===== src/rtl/nicnac16_timing_gen.sv =====
// nicnac16_timing_gen: major/minor cycle sequencer for the dunc16 datapath.
// Produces FETCH/EXECUTE major levels and one-hot T0..T3 minor strobes,
// holds the memory WRITE flip-flop, and adds run/stop/single-step control,
// memory wait states on T1 and a bus-timeout trap.
// Every output comes straight from a flip-flop; the two-process FSM below
// computes all next values combinationally and one register block stores them.
module nicnac16_timing_gen #(
    parameter int CNT_W    = 16,
    parameter int MAX_WAIT = 15
) (
    input  logic             CLK,
    input  logic             RESET,
    input  logic             START,
    input  logic             STEP,
    input  logic             STOP,
    input  logic             I_HLT,
    input  logic             MEM_READY,
    input  logic             SETWRITE,
    input  logic             CLRWRITE,
    output logic             FETCH,
    output logic             EXECUTE,
    output logic             T0,
    output logic             T1,
    output logic             T2,
    output logic             T3,
    output logic             WRITE,
    output logic             RUNNING,
    output logic             BUS_ERR,
    output logic [CNT_W-1:0] INSTR_COUNT
);

    typedef enum logic {
        ST_IDLE = 1'b0,
        ST_RUN  = 1'b1
    } state_t;

    // One-hot minor-cycle encodings; all-zero is the idle value.
    localparam logic [3:0] MIN_NONE = 4'b0000;
    localparam logic [3:0] MIN_T0   = 4'b0001;
    localparam logic [3:0] MIN_T1   = 4'b0010;
    localparam logic [3:0] MIN_T2   = 4'b0100;
    localparam logic [3:0] MIN_T3   = 4'b1000;

    // The not-ready T1 cycle that sees this many earlier waits is the
    // MAX_WAIT-th consecutive wait and triggers the timeout.
    localparam logic [7:0] WAIT_LAST = 8'(MAX_WAIT - 1);
    localparam logic [CNT_W-1:0] CNT_ONE = CNT_W'(1);

    state_t           state_q,     state_n;
    logic             fetch_q,     fetch_n;
    logic             exec_q;
    logic [3:0]       minor_q,     minor_n;
    logic             write_q,     write_n;
    logic             running_q;
    logic             bus_err_q,   bus_err_n;
    logic [CNT_W-1:0] count_q,     count_n;
    logic             stop_pend_q, stop_pend_n;
    logic             step_mode_q, step_mode_n;
    logic [7:0]       wait_q,      wait_n;

    logic             halt_req;
    logic             go_idle;

    // Next-state and next-output logic for the IDLE/RUN sequencer.
    always_comb begin
        state_n     = state_q;
        fetch_n     = fetch_q;
        minor_n     = minor_q;
        write_n     = write_q;
        bus_err_n   = bus_err_q;
        count_n     = count_q;
        stop_pend_n = stop_pend_q;
        step_mode_n = step_mode_q;
        wait_n      = wait_q;
        go_idle     = 1'b0;

        // A halt request seen this cycle still counts at the current
        // boundary, so STOP during EXECUTE T3 takes effect immediately.
        halt_req = stop_pend_q | STOP | (I_HLT & ~fetch_q);

        case (state_q)
            ST_IDLE: begin
                write_n = 1'b0;
                if (START || STEP) begin
                    state_n     = ST_RUN;
                    fetch_n     = 1'b1;
                    minor_n     = MIN_T0;
                    step_mode_n = ~START;
                    stop_pend_n = 1'b0;
                    bus_err_n   = 1'b0;
                    wait_n      = 8'd0;
                end
            end

            ST_RUN: begin
                stop_pend_n = halt_req;

                // CLRWRITE has priority over SETWRITE.
                if (CLRWRITE) begin
                    write_n = 1'b0;
                end else if (SETWRITE) begin
                    write_n = 1'b1;
                end

                case (minor_q)
                    MIN_T0: begin
                        minor_n = MIN_T1;
                    end
                    MIN_T1: begin
                        if (MEM_READY) begin
                            minor_n = MIN_T2;
                            wait_n  = 8'd0;
                        end else if (wait_q >= WAIT_LAST) begin
                            go_idle   = 1'b1;
                            bus_err_n = 1'b1;
                        end else begin
                            wait_n = wait_q + 8'd1;
                        end
                    end
                    MIN_T2: begin
                        minor_n = MIN_T3;
                    end
                    MIN_T3: begin
                        if (fetch_q) begin
                            fetch_n = 1'b0;
                            minor_n = MIN_T0;
                        end else begin
                            count_n = count_q + CNT_ONE;
                            if (halt_req || step_mode_q) begin
                                go_idle = 1'b1;
                            end else begin
                                fetch_n = 1'b1;
                                minor_n = MIN_T0;
                            end
                        end
                    end
                    default: begin
                        // Corrupted minor state: recover by parking in IDLE.
                        go_idle = 1'b1;
                    end
                endcase

                if (go_idle) begin
                    state_n     = ST_IDLE;
                    fetch_n     = 1'b1;
                    minor_n     = MIN_NONE;
                    write_n     = 1'b0;
                    stop_pend_n = 1'b0;
                    step_mode_n = 1'b0;
                    wait_n      = 8'd0;
                end
            end

            default: begin
                state_n = ST_IDLE;
            end
        endcase
    end

    // State and output registers with asynchronous active-low reset.
    always_ff @(posedge CLK or negedge RESET) begin
        if (!RESET) begin
            state_q     <= ST_IDLE;
            fetch_q     <= 1'b1;
            exec_q      <= 1'b0;
            minor_q     <= MIN_NONE;
            write_q     <= 1'b0;
            running_q   <= 1'b0;
            bus_err_q   <= 1'b0;
            count_q     <= '0;
            stop_pend_q <= 1'b0;
            step_mode_q <= 1'b0;
            wait_q      <= 8'd0;
        end else begin
            state_q     <= state_n;
            fetch_q     <= fetch_n;
            exec_q      <= ~fetch_n;
            minor_q     <= minor_n;
            write_q     <= write_n;
            running_q   <= (state_n == ST_RUN);
            bus_err_q   <= bus_err_n;
            count_q     <= count_n;
            stop_pend_q <= stop_pend_n;
            step_mode_q <= step_mode_n;
            wait_q      <= wait_n;
        end
    end

    assign FETCH       = fetch_q;
    assign EXECUTE     = exec_q;
    assign T0          = minor_q[0];
    assign T1          = minor_q[1];
    assign T2          = minor_q[2];
    assign T3          = minor_q[3];
    assign WRITE       = write_q;
    assign RUNNING     = running_q;
    assign BUS_ERR     = bus_err_q;
    assign INSTR_COUNT = count_q;

endmodule


===== config.mk =====
export PLATFORM = sky130hd
export DESIGN_NAME = nicnac16_timing_gen
export DESIGN_NICKNAME = d
export VERILOG_FILES = /design/src/rtl/nicnac16_timing_gen.sv
export SDC_FILE = /design/constraint.sdc
export NUM_CORES = 1
export LEC_CHECK = 0
export BUFFER_PORTS_ARGS = -buffer_cell sky130_fd_sc_hd__clkbuf_2
export CORE_MARGIN = 5
export CORE_UTILIZATION = 58
export CTS_CLUSTER_DIAMETER = 80
export DETAILED_ROUTE_END_ITERATION = 12
export GPL_TIMING_DRIVEN = 1
export PLACE_DENSITY = 0.92
export RECOVER_POWER = 50
export SLEW_MARGIN = 5
export SYNTH_ARGS = -nofsm -noshare
export SYNTH_HDL_FRONTEND = slang
export SYNTH_SLANG_ARGS = --single-unit

===== constraint.sdc =====
create_clock -name CLK -period 4.85 [get_ports CLK]
set_input_delay 0.485 -clock CLK [delete_from_list [all_inputs] [get_ports CLK]]
set_output_delay 0.485 -clock CLK [all_outputs]
set_load 0.01 [all_outputs]

==> results.json <==
{
  "setup_violations": 0,
  "synthFlopType": "dfrtp_1",
  "synth_seq_area_share_pct": 49.33,
  "synth-xor-area-share_pct": 7.882,
  "p_per_area_nw_per_um2": 441.9,
  "core_area_um2": 3003,
  "fill_cells": 241,
  "initial_core_util_pct": 59.21,
  "fin_setup_tns_ns": 0,
  "clock-sinks": 35,
  "slew_violations": 36,
  "muxShareOfSynthArea_pct": 0.6334,
  "cts-htree-levels": 2,
  "synth_compound_area_share_pct": 14.07,
  "cts_resized": 0,
  "synthAdderAreaFrac_pct": 2.111,
  "grt_max_degree": 36,
  "start_kind": "register",
  "gp_congestion": 0.8629,
  "wl_per_cell_um": 15.74,
  "grt_pass1_wl_um": 6534,
  "tightest_slew_ns": 1.764,
  "crit_family": "simple AND/OR/NAND/NOR gates",
  "die-area_um2": 4273,
  "overflow": 0,
  "maxCapViolations": 1,
  "fin_crit_ns": 2.127,
  "synthSimpleGateAreaFrac_pct": 22.24,
  "syn_area_per_cell_um2": 10.22,
  "period_share_pct": 43.86,
  "ant_nets": 0,
  "cp_cell_sequence": "nor4b_2 -> nand4_1 -> nor4_1 -> xor2_1",
  "path_clk_slew_ns": 0.12,
  "diodes": 0,
  "drc": 0,
  "p_leak_nw": 0.9521,
  "postCtsSetupRepairBufs": 0,
  "die_x_um": 65.37,
  "ys_ff_latch": 35,
  "rsz0062_at_grt": "false",
  "grt_pass1_vias": 1446,
  "cts_root_buffer": "clkbuf_4",
  "synth_edf_count": 0,
  "clk_latency_ns": 0.35,
  "crit_fanout": 12,
  "routed_wl_um": 3808,
  "crit_buf_inv": 0,
  "dr.pass1.iters": 4,
  "hp-class": "input pin to register",
  "ys_types": 47,
  "cp.required_ns": 5.12,
  "post_synth_instance_area_um2": 1778,
  "numCtsBuffers": 5,
  "drtIter0Drc": 141,
  "crit_type": "register to register",
  "violations": "max-capacitance violations, max-slew violations",
  "antenna_found_initial": 0,
  "async_flop_share_pct": 100.0,
  "clockBufferDepth": 2,
  "synth_top_family_by_area": "simple AND/OR/NAND/NOR gates",
  "relSlewSlack_pct": -17.62,
  "die_y_um": 65.37,
  "grt_use_total_pct": 20.08,
  "rows": 20,
  "cp.arrival_ns": 2.40,
  "area_delta_synth_final_pct": 14.78,
  "final_nets": 220,
  "vias": 1522,
  "finalHoldViolCount": 0,
  "fmax_ghz": 0.4701,
  "drive_above_1_share_pct": 17.70,
  "vdd_drop_max_mv": 0.2361,
  "netlist_instances": 174,
  "ios": 34,
  "syn_nets": 186,
  "status": "finished with violations",
  "port_buffers": 33,
  "utilization_pct": 67.96,
  "dp_hpwl_um": 2749,
  "skew_ns": 0.01682,
  "cts_hold_buffers": 0,
  "cp_slowest_cell": "dfrtp_1",
  "ys_warn_count": 0,
  "critPathMaxStageDelay_ns": 0.50,
  "viasPerCell": 6.289,
  "cts_tree": "done",
  "endpoint_kind": "register"
}
==> per-layer routing <==
metal	global-route usage, %	vias to the layer above	wire length [µm]
met5	0	-	0
met4	9.585	0	99
met3	6.496	13	337
met2	31.98	72	1767
met1	24.56	723	1604
li1	-	714	-
==> path summary, 6_finish.rpt <==
check                                             from                     endpoint  slack (ns)  depth (start not counted)
max in group asynchronous                        RESET        wait_q[1]$_DFFE_PN0P_        3.23                          1
worst min-delay path                          CLRWRITE            WRITE$_DFFE_PN0P_        0.29                          2
worst min register to register   wait_q[4]$_DFFE_PN0P_        wait_q[4]$_DFFE_PN0P_        0.48                          1
worst max register to register  minor_q[0]$_DFFE_PN0P_  INSTR_COUNT[11]$_DFFE_PN0P_        2.72                          4
min in group asynchronous                        RESET   INSTR_COUNT[6]$_DFFE_PN0P_        0.58                          1
worst max-delay path            minor_q[0]$_DFFE_PN0P_  INSTR_COUNT[11]$_DFFE_PN0P_        2.72                          4
==> final cells by class <==
| cell class | count | area (µm²) | area share [%] |
|---|---|---|---|
| sequential | 35 | 877.1 | 42.98 |
| multi-input combinational | 124 | 834.6 | 40.90 |
| timing repair buffer | 33 | 148.9 | 7.296 |
| clock inverter | 3 | 67.56 | 3.311 |
| tap | 33 | 41.29 | 2.023 |
| clock buffer | 5 | 37.54 | 1.839 |
| inverter | 9 | 33.78 | 1.655 |
==> logic make-up after synthesis <==
kind of cell / after synthesis
and+or+nand+nor: 69
adders and majority gates: 3
muxes: 1
AOI/OAI and AO/OA: 35
DFF: 35
xor gates and xnor gates: 16
buffers and inverters: 15
==> power by group <==
group / switching (W) / total [W] / leakage (nW) / internal, W
Combinational: 0.000156 / 0.000255 / 0.422 / 0.0000993
Sequential: 0.0000574 / 0.000385 / 0.479 / 0.000327
Clock: 0.000102 / 0.000262 / 0.0514 / 0.000160
==> cell usage in the layout, fill, tap and decap left out, types with 2 or more instances in the layout <==
master	count
dfrtp_1	34
clkbuf_2	20
clkbuf_1	13
nor3_1	10
nor2_1	10
xor2_1	10
inv_1	9
nand4_1	9
nand3_1	9
a21oi_1	9
nand2_1	9
xnor2_1	6
clkbuf_4	5
nor4_1	4
o21ai_0	4
and4_1	3
a31oi_1	3
and3_1	3
ha_1	3
o211ai_1	2
or3_1	2
nor2b_1	2
a41oi_1	2
a21o_1	2
bufinv_16	2
==> through the flow <==
stage	std cells	setup WS, ns	power (W)	instance area (µm²)	hold slack, ns
3_3_place_gp	234	2.847	0.0006299	1952	0.4553
4_1_cts	242	2.714	0.0009069	2057	0.2384
5_1_grt	242	2.513	0.0009534	2041	0.2679
3_5_place_dp	234	2.770	0.0006393	1952	0.4698
2_1_floorplan	174	2.946	0.0005605	1778	0.1894
6_report	242	2.723	0.0009017	2041	0.2864
==> cells in the mapped netlist (2+ instances only) <==
master    instances  area (µm²)
nand4_1           9       56.30
and3_1            3       18.77
nand3_1           9       45.04
dfrtp_1          34       850.8
o211ai_1          2       15.01
or3_1             2       12.51
nor2_1           10       37.54
and4_1            3       26.28
xor2_1           10       87.58
nor2b_1           2       12.51
a21o_1            2       15.01
nor4_1            4       25.02
o21ai_0           4       20.02
ha_1              3       37.54
a31oi_1           3       18.77
clkbuf_1          3       11.26
buf_2             2       10.01
xnor2_1           6       52.55
nor3_1           10       50.05
inv_1             9       33.78
nand2_1           9       33.78
a41oi_1           2       17.52
a21oi_1           9       45.04
==> registers in the layout, indices dropped and copies added (netlist names) <==
signal,flops
EXECUTE,1
step_mode_q,1
wait_q,8
INSTR_COUNT,16
stop_pend_q,1
minor_q,4
FETCH,1
RUNNING,1
BUS_ERR,1
WRITE,1
(Power assumes the default switching activity.)
